**src/rtl/exc_pkg.sv**
```systemverilog
// Shared definitions for the exception controller: FSM states, cause indices
// and the cause-index width helper.
package exc_pkg;

    typedef enum logic [1:0] {
        ST_NORMAL,
        ST_TAKEN,
        ST_HANDLER,
        ST_RETURN
    } exc_state_e;

    localparam int CAUSE_OVF   = 0;
    localparam int CAUSE_UNDEF = 1;
    localparam int CAUSE_EXT   = 2;
    localparam int CAUSE_SW    = 3;

    // A single cause still needs a one-bit index.
    function automatic int cause_width(input int n);
        return (n > 1) ? $clog2(n) : 1;
    endfunction

endpackage

```
**src/rtl/exc_prio_enc.sv**
```systemverilog
// Lowest-index-wins priority encoder: reports the index of the lowest set bit
// of vec, and whether any bit is set at all.
module exc_prio_enc #(
    parameter int N = 4,
    parameter int W = 2
) (
    input  logic [N-1:0] vec,
    output logic [W-1:0] idx,
    output logic         valid
);

    // Scan from the top down so that the last match, the lowest index, wins.
    always_comb begin
        idx = '0;
        for (int i = N - 1; i >= 0; i--) begin
            if (vec[i]) idx = W'(i);
        end
    end

    assign valid = |vec;

endmodule

```
**src/rtl/exception_ctrl.sv**
```systemverilog
// Exception controller: latches cause requests, takes the highest-priority
// enabled one, redirects to the handler vector and back to EPC on eret.
module exception_ctrl
    import exc_pkg::*;
#(
    parameter int                DATA_W      = 16,
    parameter int                NUM_CAUSES  = 4,
    parameter logic [DATA_W-1:0] VECTOR_ADDR = DATA_W'(16'h0080),
    localparam int               CAUSE_W     = cause_width(NUM_CAUSES)
) (
    input  logic                  clk,
    input  logic                  rst,
    input  logic [DATA_W-1:0]     pc_in,
    input  logic [NUM_CAUSES-1:0] exc_req,
    input  logic                  mask_we,
    input  logic [NUM_CAUSES-1:0] mask_din,
    input  logic                  eret,
    output logic [DATA_W-1:0]     EPC,
    output logic [CAUSE_W-1:0]    Cause,
    output logic                  exc_taken,
    output logic                  redirect,
    output logic [DATA_W-1:0]     redirect_addr,
    output logic                  in_handler,
    output logic [NUM_CAUSES-1:0] pending
);

    exc_state_e            state;
    logic [NUM_CAUSES-1:0] mask;
    logic [NUM_CAUSES-1:0] eligible;
    logic [NUM_CAUSES-1:0] win_onehot;
    logic [CAUSE_W-1:0]    win_idx;
    logic                  win_valid;
    logic                  take;

    // Requests arriving this cycle compete alongside already-latched ones.
    assign eligible = (pending | exc_req) & mask;

    exc_prio_enc #(
        .N (NUM_CAUSES),
        .W (CAUSE_W)
    ) u_prio_enc (
        .vec   (eligible),
        .idx   (win_idx),
        .valid (win_valid)
    );

    assign win_onehot = NUM_CAUSES'(1) << win_idx;
    assign take       = (state == ST_NORMAL) && win_valid;

    // Outputs are registered alongside the state so each one reflects the
    // state being entered at this edge.
    always_ff @(posedge clk) begin
        if (rst) begin
            state         <= ST_NORMAL;
            EPC           <= '0;
            Cause         <= '0;
            pending       <= '0;
            mask          <= '1;
            exc_taken     <= 1'b0;
            redirect      <= 1'b0;
            redirect_addr <= '0;
            in_handler    <= 1'b0;
        end else begin
            pending <= (pending | exc_req) & ~(take ? win_onehot : '0);
            if (mask_we) mask <= mask_din;

            case (state)
                ST_NORMAL: begin
                    if (win_valid) begin
                        state         <= ST_TAKEN;
                        EPC           <= pc_in;
                        Cause         <= win_idx;
                        exc_taken     <= 1'b1;
                        redirect      <= 1'b1;
                        redirect_addr <= VECTOR_ADDR;
                        in_handler    <= 1'b1;
                    end
                end
                ST_TAKEN: begin
                    state     <= ST_HANDLER;
                    exc_taken <= 1'b0;
                    redirect  <= 1'b0;
                end
                ST_HANDLER: begin
                    if (eret) begin
                        state         <= ST_RETURN;
                        redirect      <= 1'b1;
                        redirect_addr <= EPC;
                        in_handler    <= 1'b0;
                    end
                end
                ST_RETURN: begin
                    state    <= ST_NORMAL;
                    redirect <= 1'b0;
                end
                default: state <= ST_NORMAL;
            endcase
        end
    end

endmodule

```
**config.mk**
```make
export PLATFORM = sky130hd
export DESIGN_NAME = exception_ctrl
export DESIGN_NICKNAME = d
export VERILOG_FILES = /design/src/rtl/exc_pkg.sv /design/src/rtl/exc_prio_enc.sv /design/src/rtl/exception_ctrl.sv
export SDC_FILE = /design/constraint.sdc
export NUM_CORES = 1
export LEC_CHECK = 0
export ABC_AREA = 0
export ABC_CLOCK_PERIOD_IN_PS = 2700
export CAP_MARGIN = 20
export CORE_UTILIZATION = 44
export DETAILED_ROUTE_END_ITERATION = 6
export PLACE_DENSITY_LB_ADDON = 0.1
export SLEW_MARGIN = 20
export SYNTH_ARGS = -nofsm -noshare
export SYNTH_HDL_FRONTEND = slang
export SYNTH_SLANG_ARGS = --single-unit
```
**constraint.sdc**
```tcl
create_clock -name clk -period 2.7 [get_ports clk]
set_clock_uncertainty 0.2 [all_clocks]
set_input_delay 0.54 -clock clk [delete_from_list [all_inputs] [get_ports clk]]
set_output_delay 0.54 -clock clk [all_outputs]
set_load 0.005 [all_outputs]
```
# [Yosys cells after proc, flatten, opt, wreduce, memory -nomap -nowiden]
# Cells that the tools add are included.
[word_totals] regBits=47 output_inout_bits=41 input_bits=28 elab_cells=46
[classes] eq_ne=5 shift=1 mux=17 bitwise=4 n_reduce_logical=10
[op_table] op="$mux 16" n=2
[op_table] op="$pmux 16 s2" n=1
[op_table] op="$mux 2" n=6
[op_table] op="$and 4x4->4" n=2
[op_table] op="$pmux 2 s4" n=1
[op_table] op="$reduce_and 2->1" n=3
[op_table] op="$eq 2x2->1 const B" n=2
[op_table] op="$mux 4" n=1
[op_table] op="$ne 2x2->1 const B" n=2
[op_table] op="$not 4->4" n=1
[op_table] op="$or 4x4->4" n=1
[op_table] op="$pmux 1 s2" n=2
[op_table] op="$reduce_bool 2->1" n=2
[op_table] op="$reduce_or 4->1" n=1
[op_table] op="$shl 1x2->4 const A" n=1
[op_table] op="$mux 1" n=3
[op_table] op="$pmux 1 s3" n=1
[op_table] op="$reduce_and 3->1" n=1
[op_table] op="$eq 2x1->1 const B" n=1
[op_table] op="$logic_not 2->1" n=1
[op_table] op="$reduce_or 2->1" n=1
[op_table] op="$logic_and 1x1->1" n=1

# [Longest topological paths before layout]
# Gate-level depths: netlist of the first run.
[depth] word_depth=10 mapped_depth=7 mapped_depth_nobuf=6

# [Cells and area by module]
# A second synthesis of the first run with hierarchy kept.
[unflattened] cells_unflattened=229 hier_area_um2=1960.6
[modules_own_cells] module="exception_ctrl" seq_area_each_um2=940.9 area_per_inst_um2=1925.6 n_inst=1 cells_per_inst=222
[modules_own_cells] module="exc_prio_enc" seq_area_each_um2=0.0 area_per_inst_um2=35.0 n_inst=1 cells_per_inst=7

# [Least setup slack after synthesis of the first run]
# No wires, ideal clock.
[synth_timing] path_kind="in2reg" start="in exc_req[1]" end="reg redirect" setup_time_ps=121 cell_stages=4 n_path_buf=0 arrival_ps=1652 slack_ps=727 t_required_ps=2379 cell_sequence="o21ai_0 nand3_1 o21ai_0 mux2_2"
[synth_via] elab_chain_cells=5
[synth_rtl] item="start, declared" line_no="exception_ctrl.sv:14" rtl="input logic [NUM_CAUSES-1:0] exc_req,"
[synth_rtl] item="$or 4x4->4" line_no="exception_ctrl.sv:36" rtl="assign eligible = (pending | exc_req) & mask;"
[synth_rtl] item="$and 4x4->4" line_no="exception_ctrl.sv:36"
[synth_rtl] item="$reduce_or 4->1" line_no="exc_prio_enc.sv:20" rtl="assign valid = |vec;"
[synth_rtl] item="$ne 2x2->1 (no line)"
[synth_rtl] item="$reduce_and 2->1 (no line)"
[synth_rtl] item="end signal, assigned" line_no="exception_ctrl.sv:60" rtl="redirect <= 1'b0;"
[synth_rtl] item="end signal, assigned" line_no="exception_ctrl.sv:74" rtl="redirect <= 1'b1;"
[synth_rtl] item="end signal, assigned" line_no="exception_ctrl.sv:82" rtl="redirect <= 1'b0;"
[synth_rtl] item="end, declared" line_no="exception_ctrl.sv:21" rtl="output logic redirect,"
# Every way passes these cells.
# A chain may end at the register's enable or synchronous reset.

# [Worst setup path after layout of the first run]
[layout_timing] start="reg state[1]" end="reg redirect_addr[4]"
[layout_via] elab_chain_cells=3 elab_cells_between_ends=7 classes_between="eq/ne: 3; mux: 1; reduce/logical: 3"
[layout_rtl] item="start, declared" line_no="exception_ctrl.sv:27" rtl="exc_state_e state;"
[layout_rtl] item="start signal, assigned" line_no="exception_ctrl.sv:54" rtl="state <= ST_NORMAL;"
[layout_rtl] item="start signal, assigned" line_no="exception_ctrl.sv:70" rtl="state <= ST_TAKEN;"
[layout_rtl] item="start signal, assigned" line_no="exception_ctrl.sv:80" rtl="state <= ST_HANDLER;"
[layout_rtl] item="$eq 2x2->1 / $logic_not 2->1 (equally long branches)" line_no="exception_ctrl.sv:67" rtl="case (state)"
[layout_rtl] item="$ne 2x2->1 (no line) / $reduce_bool 2->1 (equally long branches)"
[layout_rtl] item="$reduce_and 3->1 (no line)"
[layout_rtl] item="end signal, assigned" line_no="exception_ctrl.sv:61" rtl="redirect_addr <= '0;"
[layout_rtl] item="end signal, assigned" line_no="exception_ctrl.sv:75" rtl="redirect_addr <= VECTOR_ADDR;"
[layout_rtl] item="end signal, assigned" line_no="exception_ctrl.sv:88" rtl="redirect_addr <= EPC;"
[layout_rtl] item="end, declared" line_no="exception_ctrl.sv:22" rtl="output logic [DATA_W-1:0] redirect_addr,"
# Parallel ways exist; a longest one is shown, timed or not.

==> results of run 1 <==
-- per-stage QoR --
step / hold WS [ns] / std cells / setup WS, ns
after floorplan: 0.245 / 196 / 0.727
after global placement: 0.242 / 317 / 0.0551
after detailed placement: 0.242 / 317 / 0.0148
after CTS: 0.267 / 325 / 0.247
after global routing: 0.296 / 325 / 0.102
final: 0.260 / 325 / 0.267
-- final timing paths --
check	from	endpoint	slack [ns]	cells past startpoint
setup reg to reg	state[1]	redirect_addr[4]	0.27	6
hold reg to reg	redirect_addr[7]	redirect_addr[7]	0.26	2
setup / recovery	state[1]	redirect_addr[4]	0.27	6
hold / removal	redirect_addr[7]	redirect_addr[7]	0.26	2
-- power groups by stage --
stage | clock (W) | sequential, W | combinational (W)
after floorplan | 0 | 0.000938 | 0.000546
after global placement | 0 | 0.000940 | 0.00101
after detailed placement | 0 | 0.000941 | 0.00102
after CTS | 0.000557 | 0.000925 | 0.00103
after global routing | 0.000584 | 0.000940 | 0.00113
final | 0.000543 | 0.000924 | 0.00102
-- worst max-delay path, stage by stage (launching register included) --
cell,delay [ns]
dfxtp_1,0.39
inv_1,0.11
ha_1,0.29
inv_1,0.23
nor3_4,0.08
a211oi_2,0.85
a32o_1,0.21
-- cell usage in the layout, fill, tap and decap left out, types with 2 or more instances in the layout --
cell type        count
nand3_1              4
a21oi_1             11
a21oi_2              9
o21a_1               3
o21ai_1              2
mux2i_1              4
clkdlybuf4s50_1     68
inv_1                6
nand2b_1             2
nor3_1               4
o21ai_0              5
a311oi_1             2
ha_1                 5
clkbuf_8             6
nand2_1             40
nor2b_1              2
a32o_1              15
dfxtp_1             47
buf_4               12
a211oi_1             4
nor2_1               6
-- flip-flops by register name, summed over array words and instances, names as in the netlist --
| register | flops |
|---|---|
| EPC | 16 |
| state | 2 |
| redirect_addr | 16 |
| Cause | 2 |
| mask | 4 |
| exc_taken | 1 |
| redirect | 1 |
| pending | 4 |
| in_handler | 1 |
-- cells by family (layout without fill, tap and decap cells) --
logic type      after synthesis  in the layout  synth area share
simple gates                 63             63             0.146
compound gates               60             60             0.264
flops                        47             47             0.491
buf+inv                      16             95            0.0404
fa+ha+maj                     5              5            0.0326
mux                           5              5            0.0267
-- final cells by class --
cell class,instances,area share
Tap cell,50,0.0220
Sequential cell,47,0.332
Clock inverter,2,0.0137
Inverter,6,0.00794
Timing Repair Buffer,81,0.279
Multi-Input combinational cell,133,0.317
Clock buffer,6,0.0291
-- metal layers --
layer / vias up / GRT usage / share of wire
met1: 791 / 0.279 / 0.47
met2: 49 / 0.320 / 0.46
li1: 860 / - / -
met3: 6 / 0.0550 / 0.058
met5: - / 0 / 0
met4: 0 / 0.0911 / 0.012
-- synth_stat cells, drive strengths merged --
library cell	number	area (um^2)
mux2i	4	40.0
nand2b	2	12.5
o311ai	1	8.76
o41ai	1	27.5
buf	4	32.5
dfxtp	47	941
o2111a	1	11.3
a311oi	2	17.5
nor4	1	6.26
nand2	40	150
nor2	6	22.5
o21ai	8	43.8
nand4	1	6.26
inv	6	22.5
nor3	5	36.3
nor2b	2	12.5
a32o	15	150
nor3b	1	7.51
clkbuf	6	22.5
a211oi	5	42.5
o21a	4	37.5
o31ai	1	7.51
ha	5	62.6
a21oi	20	134
mux2	1	11.3
and3	1	6.26
a41oi	2	25.0
nand3	4	20.0
==> flow_summary_export.csv, run 1 <==
group,metric,value,unit
final_layout,multi_input_area,900,um^2
placed_design,hpwl,3.25,mm
power_and_ir_drop,max-vdd-ir-drop,482,uV
critical_path,crit_type,"reg -> reg",
clock_network,postCtsHoldBufs,0,
detailed_routing,first_pass_iters,4,
synth,syn-num-nets,229,
timing,drv_slew,0,
final_layout,nFillCells,344,
power_and_ir_drop,switchingPower,0.000833,W
clock_network,insertion_delay,0.30,ns
power_and_ir_drop,power_density,876,nW/um^2
power_and_ir_drop,p_clk_frac,0.218,
placed_design,placed_area,2720,um^2
job,maxCapViolations,0,
clock_network,numCtsBuffers,5,
power_and_ir_drop,power,0.00249,W
final_layout,final_area,2840,um^2
global_routing,antenna_found_initial,0,
placed_design,portBuffers,68,
timing,tightestPinTransition,0.995,ns
global_routing,grt_max_degree,32,
clock_network,post_cts_resized,0,
critical_path,path_max_fanout,15,
clock_network,clock_sinks,47,
critical_path,start_kind,"flop",
detailed_routing,totalWireLength,4.60,mm
synth,seq_area_frac_synth,0.491,
die,fp.dieW,68.0,um
synth,synth.distinct_cells,36,
timing,rsz0062_at_grt,"false",
run_status,status,"completed",
timing,finalCriticalPeriod,2.43,ns
detailed_routing,wl_per_cell,14.2,um
final_layout,regArea,941,um^2
timing,setup_viol,0,
detailed_routing,ant_nets,0,
power_and_ir_drop,p_leak,1.06,nW
detailed_routing,vias_per_cell,5.25,
clock_network,postCtsSetupBuffers,0,
synth,ys_seq_elements,47,
synth,synth_cells,196,
clock_network,h-tree-depth,2,
clock_network,cts.path.max_buffers,2,
critical_path,critPathCaptureType,"flop",
die,initial_utilization,0.469,
clock_network,cts_root_buf,"clkbuf_8",
final_layout,area_growth,47.9,%
detailed_routing,drt_iter0_drc,66,
die,die_area,4630,um^2
critical_path,cp.required,2.73,ns
synth,synth_area_per_cell,9.79,um^2
die,rows,23,
global_routing,grt_pass1_vias,1521,
final_layout,final_core_util,0.694,
power_and_ir_drop,p_int,0.00165,W
clock_network,cts_tree,"yes",
power_and_ir_drop,sequentialPowerShare,0.372,
die,core_area,4090,um^2
die,io-pin-count,69,
final_layout,fin_nets,307,
synth,ys_warn_count,0,
placed_design,gp_congestion,0.767,
timing,clock.fmax,411,MHz
power_and_ir_drop,switching_share,0.335,
global_routing,grtUsageTotal,0.211,
final_layout,drive_gt1_frac,0.135,
die,die_y,68.0,um
power_and_ir_drop,power.share.combinational,0.410,
synth,synthesis.area,1920,um^2
detailed_routing,drc,0,
global_routing,grt_pass1_wl,7.13,mm
detailed_routing,vias,1706,
timing,slew_headroom,0.335,
critical_path,worstPathArrival,2.47,ns
timing,period_share,0.901,
final_layout,diodes,0,
timing,report.final.hold_viol_count,0,
global_routing,grt.overflow.total,0,
clock_network,clkSlewWorstSetupHoldPaths,0.09,ns
timing,fin_setup_tns,0,ns
min_path,min_path_type,"reg -> reg",
Note: power is estimated with default switching activity, not from simulation.
==> inputs of run 2 (changes only) <==
--- a/config.mk
+++ b/config.mk
@@ -11,6 +11,8 @@
 export CORE_UTILIZATION = 44
 export DETAILED_ROUTE_END_ITERATION = 6
 export PLACE_DENSITY_LB_ADDON = 0.1
+export RECOVER_POWER = 100
+export SKIP_LAST_GASP = 1
 export SLEW_MARGIN = 20
 export SYNTH_ARGS = -nofsm -noshare
 export SYNTH_HDL_FRONTEND = slang
==> run 2 against run 1 <==
  * Critical path depth stayed put
  * Non-clock buffer count stayed put
  * Combinational power is 7% lower
  * Register-to-register slack hardly changed
  * Hold slack worse by 0.0022 ns
  * Final area is 0.88% lower
  * Highest routed layer unchanged
==> flow_summary_export.csv, run 2 (same netlist as run 1, synthesis figures left out) <==
group,metric,value,unit
run_status,status,"completed",
final_layout,final_area,2810,um^2
critical_path,crit_top_cell,"clkbuf_1",
global_routing,antenna_found_initial,0,
placed_design,portBuffers,68,
detailed_routing,vias,1720,
clock_network,postCtsSetupBuffers,0,
placed_design,placed_cells,317,
critical_path,cp.required,2.63,ns
detailed_routing,first_pass_iters,4,
final_layout,drive_gt1_frac,0.120,
min_path,min_path_type,"reg -> reg",
timing,fin_ws,0.236,ns
critical_path,path_max_fanout,8,
critical_path,max_stage_delay,0.57,ns
clock_network,insertion_delay,0.30,ns
die,die_y,68.0,um
clock_network,cts_tree,"yes",
detailed_routing,wl_per_cell,14.2,um
clock_network,post_cts_resized,0,
power_and_ir_drop,p_leak,1.17,nW
timing,period_share,0.912,
critical_path,critPathCaptureType,"flop",
power_and_ir_drop,max-vdd-ir-drop,475,uV
placed_design,placed_area,2720,um^2
global_routing,grt_pass1_wl,7.13,mm
detailed_routing,ant_nets,0,
final_layout,layout_commonest_cell,"dfxtp_1",
clock_network,h-tree-depth,2,
critical_path,crit_type,"in -> reg",
final_layout,diodes,0,
timing,slew_headroom,0.339,
die,die_area,4630,um^2
final_layout,fin_nets,307,
clock_network,numCtsBuffers,5,
critical_path,path_buf_inv,3,
die,fp.dieW,68.0,um
placed_design,place_ws,0.0148,ns
critical_path,start_kind,"primary input",
die,io-pin-count,69,
die,initial_utilization,0.469,
placed_design,gp_congestion,0.767,
detailed_routing,drt_iter0_drc,71,
detailed_routing,vias_per_cell,5.29,
final_layout,finalNonFillerCells,325,
critical_path,crit_chain,"dlygate4sd3_1 -> o21a_1 -> clkbuf_1 -> o41ai_4 -> clkbuf_1 -> o311ai_0",
timing,tightestPinTransition,0.989,ns
timing,report.final.hold_viol_count,0,
critical_path,cp_top_family,"buffers and inverters",
clock_network,postCtsHoldBufs,0,
clock_network,clock_sinks,47,
detailed_routing,drc,0,
clock_network,clkSlewWorstSetupHoldPaths,0.08,ns
final_layout,area_growth,46.6,%
timing,drv_slew,0,
timing,finalCriticalPeriod,2.46,ns
final_layout,final_cell_mix,"dfxtp_1 (47), dlygate4sd3_1 (45), nand2_1 (40), clkdlybuf4s50_1 (23), a32o_1 (15)",
global_routing,grt_max_degree,32,
timing,clock.fmax,406,MHz
power_and_ir_drop,power_density,858,nW/um^2
clock_network,cts_root_buf,"clkbuf_8",
global_routing,grt_pass1_vias,1521,
critical_path,worstPathArrival,2.40,ns
final_layout,nFillCells,348,
placed_design,hpwl,3.25,mm
final_layout,top_regs,"EPC (16), redirect_addr (16)",
timing,setup_viol,0,
die,rows,23,
job,maxCapViolations,0,
timing,rsz0062_at_grt,"false",
global_routing,grt.overflow.total,0,
critical_path,cpMaxStageDelayCell,"dlygate4sd3_1",
global_routing,grtUsageTotal,0.211,
clock_network,cts.path.max_buffers,2,
die,core_area,4090,um^2
timing,fin_setup_tns,0,ns
detailed_routing,totalWireLength,4.60,mm
timing,hold_ws,0.258,ns
## run 2: worst paths after layout
check,end,startpoint,slack (ns),depth (start not counted)
setup reg to reg,redirect_addr[12],state[1],0.28,6
hold reg to reg,redirect_addr[7],redirect_addr[7],0.26,2
setup / recovery,in_handler,exc_req[1],0.24,6
hold / removal,redirect_addr[7],redirect_addr[7],0.26,2
## run 2: power breakdown
group / internal [W] / switching, W / total, W
Clock: 0.000305 / 0.000239 / 0.000544
Sequential: 0.000830 / 0.0000887 / 0.000919
Combinational: 0.000459 / 0.000493 / 0.000952
Total: 0.00159 / 0.000821 / 0.00241
## run 2: per-layer routing
metal	track usage	vias up	part of all wire
met4	0.0911	0	0.012
met1	0.279	810	0.48
li1	-	861	-
met2	0.320	43	0.46
met3	0.0550	6	0.050
met5	0	-	0
## run 2: per-stage QoR
stage                util  power (W)
floorplan               -    0.00148
global placement    0.665    0.00195
detailed placement  0.665    0.00197
CTS                 0.694    0.00251
global route        0.688    0.00257
finish              0.688    0.00241
## run 2: tightest hold or removal path: stages (launching register included)
cell	delay, ns
dfxtp_1	0.31
inv_1	0.05
a211oi_1	0.06
## run 2: layout make-up
cell class,count,area (um^2),share of cell area
Multi-Input combinational cell,133,885,0.315
Timing Repair Buffer,81,781,0.278
Inverter,6,22.5,0.00801
Sequential cell,47,941,0.335
Clock inverter,2,38.8,0.0138
Tap cell,50,62.6,0.0222
Clock buffer,6,82.6,0.0294
==> inputs of run 3 (changes only) <==
--- a/config.mk
+++ b/config.mk
@@ -8,10 +8,12 @@
 export ABC_AREA = 0
 export ABC_CLOCK_PERIOD_IN_PS = 2700
 export CAP_MARGIN = 20
+export CORE_ASPECT_RATIO = 1.5
 export CORE_UTILIZATION = 44
 export DETAILED_ROUTE_END_ITERATION = 6
 export PLACE_DENSITY_LB_ADDON = 0.1
 export RECOVER_POWER = 100
+export REMOVE_ABC_BUFFERS = 1
 export SKIP_LAST_GASP = 1
 export SLEW_MARGIN = 20
 export SYNTH_ARGS = -nofsm -noshare
==> run 3 against run 2 <==
  * Via count increased by 1.9%
  * Cell count decreased by 0.92%
  * Die area increased by 0.12%
  * Sequential share of layout area increased by 0.41 points
  * Core utilization decreased by 2.8 points
  * Sequential cell count unchanged
  * Setup slack improved by 0.11 ns
==> flow_summary_export.csv, run 3 (same netlist as run 1, synthesis figures left out) <==
group,metric,value,unit
job,maxCapViolations,0,
die,core_area,4210,um^2
placed_design,placed_cells,315,
global_routing,grt_max_degree,33,
power_and_ir_drop,max-vdd-ir-drop,589,uV
run_status,status,"completed",
detailed_routing,vias,1753,
critical_path,start_kind,"primary input",
critical_path,crit_top_cell,"o21ai_0",
die,fp.dieW,55.9,um
final_layout,top_regs,"EPC (16), redirect_addr (16)",
clock_network,cts_root_buf,"clkbuf_8",
critical_path,crit_chain,"dlygate4sd3_1 -> clkbuf_4 -> o21ai_0 -> nand2_1 -> o21ai_0 -> mux2_2",
die,die_y,82.9,um
critical_path,max_stage_delay,0.56,ns
placed_design,portBuffers,68,
clock_network,postCtsSetupBuffers,0,
detailed_routing,wl_per_cell,14.7,um
critical_path,ff2ff_setup_slack,0.56,ns
detailed_routing,vias_per_cell,5.44,
timing,drv_slew,0,
final_layout,finalNonFillerCells,322,
clock_network,cts_tree,"yes",
timing,period_share,0.872,
critical_path,cp.required,2.69,ns
critical_path,worstPathArrival,2.35,ns
power_and_ir_drop,power_density,824,nW/um^2
critical_path,critPathCaptureType,"flop",
clock_network,numCtsBuffers,5,
timing,setup_viol,0,
clock_network,insertion_delay,0.29,ns
detailed_routing,totalWireLength,4.72,mm
min_path,hold_path_depth,2,
detailed_routing,first_pass_iters,4,
die,initial_utilization,0.456,
critical_path,crit_type,"in -> reg",
clock_network,postCtsHoldBufs,0,
final_layout,layout_commonest_cell,"dfxtp_1",
final_layout,nFillCells,393,
clock_network,h-tree-depth,2,
die,rows,29,
critical_path,ff2ff_path_depth,6,
timing,slew_headroom,0.527,
final_layout,area_growth,44.9,%
placed_design,hpwl,3.25,mm
clock_network,clkSlewWorstSetupHoldPaths,0.08,ns
critical_path,path_max_fanout,5,
die,io-pin-count,69,
placed_design,gp_congestion,0.796,
clock_network,cts.path.max_buffers,2,
detailed_routing,drc,0,
final_layout,diodes,0,
critical_path,cpMaxStageDelayCell,"dlygate4sd3_1",
timing,hold_ws,0.260,ns
placed_design,placed_area,2730,um^2
final_layout,final_cell_mix,"dfxtp_1 (47), dlygate4sd3_1 (43), nand2_1 (40), clkdlybuf4s50_1 (25)",
timing,fin_setup_tns,0,ns
die,die_area,4630,um^2
timing,clock.fmax,425,MHz
global_routing,grt_pass1_vias,1741,
final_layout,fin_nets,309,
global_routing,grt_pass1_wl,8.08,mm
min_path,min_path_type,"reg -> reg",
power_and_ir_drop,p_leak,1.16,nW
clock_network,clock_sinks,47,
timing,report.final.hold_viol_count,0,
clock_network,post_cts_resized,0,
detailed_routing,ant_nets,0,
final_layout,drive_gt1_frac,0.105,
final_layout,final_area,2780,um^2
timing,finalCriticalPeriod,2.36,ns
global_routing,antenna_found_initial,0,
detailed_routing,drt_iter0_drc,34,
timing,tightestPinTransition,0.708,ns
timing,rsz0062_at_grt,"false",
global_routing,grtUsageTotal,0.218,
global_routing,grt.overflow.total,0,
[run 3: changes by cell type in the layout (fill, tap and decap cells not counted), moves of 2 or more]
cell             change
dlygate4sd3_1        -2
a21oi_2              -4
clkdlybuf4s50_1      +2
a21oi_1              +4
[run 3: power breakdown]
group | internal [W] | switching [W]
Sequential | 0.000830 | 0.0000902
Combinational | 0.000452 | 0.000496
Clock | 0.000201 | 0.000221
[run 3: worst paths after layout]
| check | startpoint | end |
|---|---|---|
| max | exc_req[2] | redirect |
| min | Cause[0] | Cause[0] |
| max reg2reg | state[1] | redirect_addr[2] |
| min reg2reg | Cause[0] | Cause[0] |
[run 3: cell type report]
cell class                 count  area, um^2  area share
clock buffer                   6        82.6      0.0297
clock inverter                 1        5.00     0.00180
inverter                       6        22.5     0.00810
multi-input combinational    133         881       0.317
sequential                    47         941       0.339
tap                           46        57.6      0.0207
timing repair buffer          83         790       0.284
[run 3: per-layer routing]
layer / vias up / global-route usage / routed length [um]
li1: 867 / - / -
met1: 830 / 0.268 / 1970
met2: 46 / 0.365 / 2440
met3: 10 / 0.0514 / 215
met4: 0 / 0.0887 / 95
met5: - / 0 / 0
[run 3: metrics by stage]
stage                     total power [W]   util  worst slack (ns)
final                             0.00229  0.660             0.345
after global routing              0.00245  0.660             0.182
after CTS                         0.00240  0.669             0.305
after detailed placement          0.00197  0.648           0.00518
after global placement            0.00196  0.648            0.0244
after floorplan                   0.00142      -             0.670
[run 3: critical path: cells and delay by family]
kind	cells	cell delay [ns]
AND/OR/NAND/NOR	1	0.18
multiplexers	1	0.37
buffers and inverters	2	0.70
AO/OA/AOI/OAI	2	0.55
==> edit 1: new RTL, config.mk and constraints of run 2 <==
Set the parameter `NUM_CAUSES` to 5 (it was 4).
--- a/src/rtl/exception_ctrl.sv
+++ b/src/rtl/exception_ctrl.sv
@@ -4,7 +4,7 @@
     import exc_pkg::*;
 #(
     parameter int                DATA_W      = 16,
-    parameter int                NUM_CAUSES  = 4,
+    parameter int                NUM_CAUSES  = 5,
     parameter logic [DATA_W-1:0] VECTOR_ADDR = DATA_W'(16'h0080),
     localparam int               CAUSE_W     = cause_width(NUM_CAUSES)
 ) (
Ports: changed (resized Cause, exc_req, mask_din and pending); port bits go from 69 to 73. No check against the original RTL was run, so the function may have changed too.
==> edit 1 against run 2 <==
- the run now ends with DRC left
- synthesized area grew 8.5%
- total power rose by 6.4%
- routed wire length decreased by 1.6%
- setup slack lost 0.015 ns
- cell area increased by 7.1%
- sequential cell count grew 3
- global-route usage is 2.7 points lower
==> edit 1: results <==
# TYPE chip_impl_metric gauge
chip_impl_info{name="status",value="finished with violations"} 1
chip_impl_info{name="violations",value="DRC"} 1
chip_impl_metric{name="via_per_instance_ratio",unit=""} 5.24
chip_impl_info{name="endpoint",value="redirect_addr[10]"} 1
chip_impl_metric{name="place.port_buffers",unit=""} 72
chip_impl_metric{name="synth.avg_cell_area",unit="µm²"} 10.4
chip_impl_info{name="timing.critical_path.from",value="exc_req[2]"} 1
chip_impl_metric{name="worstPathMaxFanout",unit=""} 15
chip_impl_metric{name="dp.final_hpwl",unit="µm"} 3230
chip_impl_metric{name="synth_cell_type_count",unit=""} 31
chip_impl_metric{name="slew_headroom",unit=""} 0.471
chip_impl_metric{name="synth_seq_area_share",unit=""} 0.481
chip_impl_metric{name="worst-r2r-setup-slack",unit="ns"} 0.50
chip_impl_metric{name="drc",unit=""} 8
chip_impl_metric{name="dpl.cell_count",unit=""} 323
chip_impl_metric{name="routed_wirelength",unit="µm"} 4530
chip_impl_metric{name="areaGrowthSynthToFinish",unit="%"} 44.8
chip_impl_metric{name="grtUsageMet2",unit=""} 0.303
chip_impl_info{name="rr_endpoint",value="EPC[7]"} 1
chip_impl_metric{name="drt_first_iter_violations",unit=""} 102
chip_impl_metric{name="synth.net_count",unit=""} 236
chip_impl_metric{name="worstPathArrival",unit="ns"} 2.52
chip_impl_info{name="worst_r2r_startpoint",value="state[0]"} 1
chip_impl_metric{name="power.ir.vdd_worst",unit="V"} 0.000466
chip_impl_metric{name="drt-pass1-iter-count",unit=""} 6
chip_impl_metric{name="total_switching_power",unit="µW"} 796
chip_impl_metric{name="p_leak",unit="nW"} 1.33
chip_impl_metric{name="globalRouteTotalUtil",unit=""} 0.184
chip_impl_metric{name="drive_gt1_frac",unit=""} 0.0932
chip_impl_info{name="synth.cells.most_frequent",value="sky130_fd_sc_hd__dfxtp_1, sky130_fd_sc_hd__nand2_1, sky130_fd_sc_hd__mux2i_1"} 1
-- edit 1: changes by cell type in the layout (fill, tap and decap cells not counted), moves of 3 or more --
cell and delta:
sky130_fd_sc_hd__o21ai_4 +3, sky130_fd_sc_hd__buf_4 -3, sky130_fd_sc_hd__nand3_1 -3, sky130_fd_sc_hd__clkdlybuf4s50_1 +3, sky130_fd_sc_hd__mux2i_1 +19, sky130_fd_sc_hd__inv_1 -3, sky130_fd_sc_hd__dfxtp_1 +3, sky130_fd_sc_hd__nand2_1 +5
sky130_fd_sc_hd__a21oi_1 -10, sky130_fd_sc_hd__nor3_1 -4, sky130_fd_sc_hd__a21oi_2 -8
-- edit 1: layer usage --
metal / part of all wire / vias up / wire length (µm)
met3: 0.059 / 2 / 268
met5: 0 / - / 0
met2: 0.46 / 56 / 2100
met4: 0.0055 / 0 / 25
met1: 0.47 / 804 / 2130
li1: - / 872 / -
-- edit 1: worst min path at each step --
stage	from	end	slack, ns
3_3_place_gp	Cause[1]	Cause[1]	0.25
2_1_floorplan	Cause[1]	Cause[1]	0.24
6_report	Cause[1]	Cause[1]	0.25
3_5_place_dp	Cause[1]	Cause[1]	0.25
5_1_grt	Cause[1]	Cause[1]	0.28
4_1_cts	Cause[1]	Cause[1]	0.26
-- edit 1: final cells by class --
class,count,area (µm²)
inverters,5,18.8
multi-input cells,133,963
clock buffers,6,82.6
repair buffers,83,822
fillers,389,1430
clock inverters,2,60.1
flip-flops and latches,50,1000
well taps,52,65.1
-- edit 1: cell families after synthesis --
| kind of cell | synth area share |
|---|---|
| buf+inv | 0.0517 |
| compound gates | 0.197 |
| mux | 0.121 |
| fa+ha+maj | 0.0301 |
| simple gates | 0.119 |
| flops | 0.481 |
-- edit 1: per-stage QoR --
stage,worst slack (ns),util
final,0.222,0.678
after global routing,0.152,0.678
after CTS,0.332,0.681
after detailed placement,0.0293,0.649
after global placement,0.0701,0.649
after floorplan,0.853,-
-- edit 1: critical path: stages --
cell                            delay (ns)
sky130_fd_sc_hd__dlygate4sd3_1        0.55
sky130_fd_sc_hd__o21ai_1              0.12
sky130_fd_sc_hd__and4_1               0.23
sky130_fd_sc_hd__clkbuf_1             0.15
sky130_fd_sc_hd__a311oi_4             0.71
sky130_fd_sc_hd__a32o_1               0.22
-- edit 1: power by group through the flow --
stage          sequential [mW]  combinational (mW)  clock [mW]
2_1_floorplan             1.01               0.588           0
3_5_place_dp              1.01                1.01           0
5_1_grt                   1.01                1.02       0.683
3_3_place_gp              1.01               0.990           0
4_1_cts                  0.996                1.01       0.653
6_report                 0.988               0.943       0.639
==> edit 2: new RTL, flow settings as in run 2 <==
Without the edit above. Register the inputs `pc_in`, `exc_req`, `mask_we`, `mask_din` and `eret` before use, without a reset. The logic sees them one clock later.
--- a/src/rtl/exception_ctrl.sv
+++ b/src/rtl/exception_ctrl.sv
@@ -24,6 +24,20 @@
     output logic [NUM_CAUSES-1:0] pending
 );
 
+    logic [DATA_W-1:0] pc_q;
+    logic [NUM_CAUSES-1:0] exc_req_q;
+    logic mask_we_q;
+    logic [NUM_CAUSES-1:0] mask_din_q;
+    logic eret_q;
+
+    always_ff @(posedge clk) begin
+        pc_q       <= pc_in;
+        exc_req_q  <= exc_req;
+        mask_we_q  <= mask_we;
+        mask_din_q <= mask_din;
+        eret_q     <= eret;
+    end
+
     exc_state_e            state;
     logic [NUM_CAUSES-1:0] mask;
     logic [NUM_CAUSES-1:0] eligible;
@@ -33,7 +47,7 @@
     logic                  take;
 
     // Requests arriving this cycle compete alongside already-latched ones.
-    assign eligible = (pending | exc_req) & mask;
+    assign eligible = (pending | exc_req_q) & mask;
 
     exc_prio_enc #(
         .N (NUM_CAUSES),
@@ -61,14 +75,14 @@
             redirect_addr <= '0;
             in_handler    <= 1'b0;
         end else begin
-            pending <= (pending | exc_req) & ~(take ? win_onehot : '0);
-            if (mask_we) mask <= mask_din;
+            pending <= (pending | exc_req_q) & ~(take ? win_onehot : '0);
+            if (mask_we_q) mask <= mask_din_q;
 
             case (state)
                 ST_NORMAL: begin
                     if (win_valid) begin
                         state         <= ST_TAKEN;
-                        EPC           <= pc_in;
+                        EPC           <= pc_q;
                         Cause         <= win_idx;
                         exc_taken     <= 1'b1;
                         redirect      <= 1'b1;
@@ -82,7 +96,7 @@
                     redirect  <= 1'b0;
                 end
                 ST_HANDLER: begin
-                    if (eret) begin
+                    if (eret_q) begin
                         state         <= ST_RETURN;
                         redirect      <= 1'b1;
                         redirect_addr <= EPC;
Behaviour: not the same (Yosys sat finds a counterexample within 4 cycles, from zero or initial values and one cycle with rst high).
==> edit 2 against run 2 <==
- core utilization down 4.6 points
- synthesized area grew 27%
- cell area grew 19%
- via count is 10% higher
- final cell count is 14% higher
- non-clock buffer count shrank 9
- routed wire length up 13%
- setup slack gained 0.076 ns
- sequential share of layout area is 10 points higher
- total power up 26%
- combinational power is 9.6% lower
- hold slack got worse by 0.021 ns
- sequential cell count grew 26
- largest power group is now sequential cells
==> edit 2: results <==
# TYPE chip_impl_metric gauge
chip_impl_info{name="status",value="complete, no violations"} 1
chip_impl_metric{name="design.final.nets",unit=""} 328
chip_impl_metric{name="drt_first_iter_violations",unit=""} 153
chip_impl_metric{name="critical_path.max_stage_delay",unit="ns"} 0.64
chip_impl_metric{name="cts_max_level",unit=""} 3
chip_impl_metric{name="globalRouteTotalUtil",unit=""} 0.193
chip_impl_info{name="top_regs",value="EPC (16), pc_q (16), redirect_addr (16)"} 1
chip_impl_metric{name="period_needed",unit="ns"} 2.39
chip_impl_info{name="criticalPathCategory",value="flop to flop"} 1
chip_impl_metric{name="detail_route.wl_per_cell",unit="µm"} 14.0
chip_impl_metric{name="synth_cell_type_count",unit=""} 41
chip_impl_info{name="hold_start",value="pc_q[5]"} 1
chip_impl_metric{name="worstPathMaxFanout",unit=""} 11
chip_impl_metric{name="worst-r2r-cell-count",unit=""} 7
chip_impl_metric{name="gpl.final_weighted_congestion",unit=""} 0.808
chip_impl_metric{name="synth.avg_cell_area",unit="µm²"} 10.9
chip_impl_metric{name="worstPathArrival",unit="ns"} 2.44
chip_impl_metric{name="grt_first_pass_wirelength",unit="µm"} 8780
chip_impl_metric{name="p_leak",unit="nW"} 1.40
chip_impl_metric{name="synth_seq_area_share",unit=""} 0.601
chip_impl_metric{name="dpl.cell_count",unit=""} 354
chip_impl_metric{name="insertion_delay",unit="ns"} 0.34
chip_impl_metric{name="power.ir.vdd_worst",unit="V"} 0.000458
chip_impl_info{name="critical_path.slowest_cell",value="sky130_fd_sc_hd__a41oi_1"} 1
chip_impl_info{name="synth.cells.most_frequent",value="sky130_fd_sc_hd__dfxtp_1, sky130_fd_sc_hd__nand2_1, sky130_fd_sc_hd__a32o_1"} 1
chip_impl_metric{name="post-place-ws",unit="ns"} 0.364
chip_impl_metric{name="drt-pass1-iter-count",unit=""} 5
chip_impl_info{name="synthTopCellsByArea",value="sky130_fd_sc_hd__dfxtp_1, sky130_fd_sc_hd__a32o_1, sky130_fd_sc_hd__nand2_1"} 1
chip_impl_metric{name="inserted_clock_buffers",unit=""} 9
chip_impl_metric{name="final_cell_count_no_fill",unit=""} 370
chip_impl_metric{name="synth.net_count",unit=""} 256
chip_impl_metric{name="vias",unit=""} 1900
chip_impl_metric{name="drive_gt1_frac",unit=""} 0.103
-- edit 2: worst min path at each step --
stage                     endpoint  slack (ns)  cells past startpoint
after floorplan             EPC[7]        0.22                      2
after global placement      EPC[4]        0.22                      2
after detailed placement    EPC[5]        0.22                      2
after CTS                   EPC[5]        0.24                      2
after global routing        EPC[9]        0.26                      2
final                       EPC[5]        0.24                      2
-- edit 2: worst max-delay path: cells and delay by family (launching register included) --
| family | cells | cell delay [ns] |
|---|---|---|
| and+or+nand+nor | 1 | 0.07 |
| DFF | 1 | 0.34 |
| AOI/OAI and AO/OA | 2 | 0.78 |
| buffers and inverters | 3 | 0.55 |
| adders and majority gates | 1 | 0.37 |
-- edit 2: where the power goes --
group | internal [mW] | leakage (nW) | switching [mW] | total, mW
sequential | 1.24 | 0.605 | 0.107 | 1.34
combinational | 0.386 | 0.689 | 0.476 | 0.861
clock | 0.451 | 0.103 | 0.385 | 0.836
total | 2.07 | 1.40 | 0.969 | 3.04
-- edit 2: final cells by class --
cell class / count / area (µm²)
clock buffer: 11 / 141
clock inverter: 5 / 53.8
fill: 430 / 1860
inverter: 6 / 22.5
multi-input combinational: 133 / 870
sequential: 73 / 1460
tap: 70 / 87.6
timing repair buffer: 72 / 708
-- edit 2: through the flow --
step | power, mW | hold slack (ns) | utilization
floorplan | 1.89 | 0.217 | -
global placement | 2.29 | 0.221 | 0.610
detailed placement | 2.31 | 0.225 | 0.610
CTS | 3.14 | 0.236 | 0.647
global route | 3.23 | 0.259 | 0.643
finish | 3.04 | 0.236 | 0.643
-- edit 2: kinds of logic after synthesis --
| group | count (synthesis) | share of synthesized area |
|---|---|---|
| simple gates | 63 | 0.116 |
| fa+ha+maj | 5 | 0.0257 |
| mux | 5 | 0.0211 |
| compound gates | 60 | 0.204 |
| buf+inv | 17 | 0.0319 |
| flops | 73 | 0.601 |
-- edit 2: routing by layer --
layer | vias to the layer above | wire length, µm | track usage
met2 | 73 | 2330 | 0.289
met4 | 0 | 93 | 0.0981
met1 | 877 | 2460 | 0.258
li1 | 941 | - | -
met3 | 9 | 300 | 0.0491
met5 | - | 0 | 0
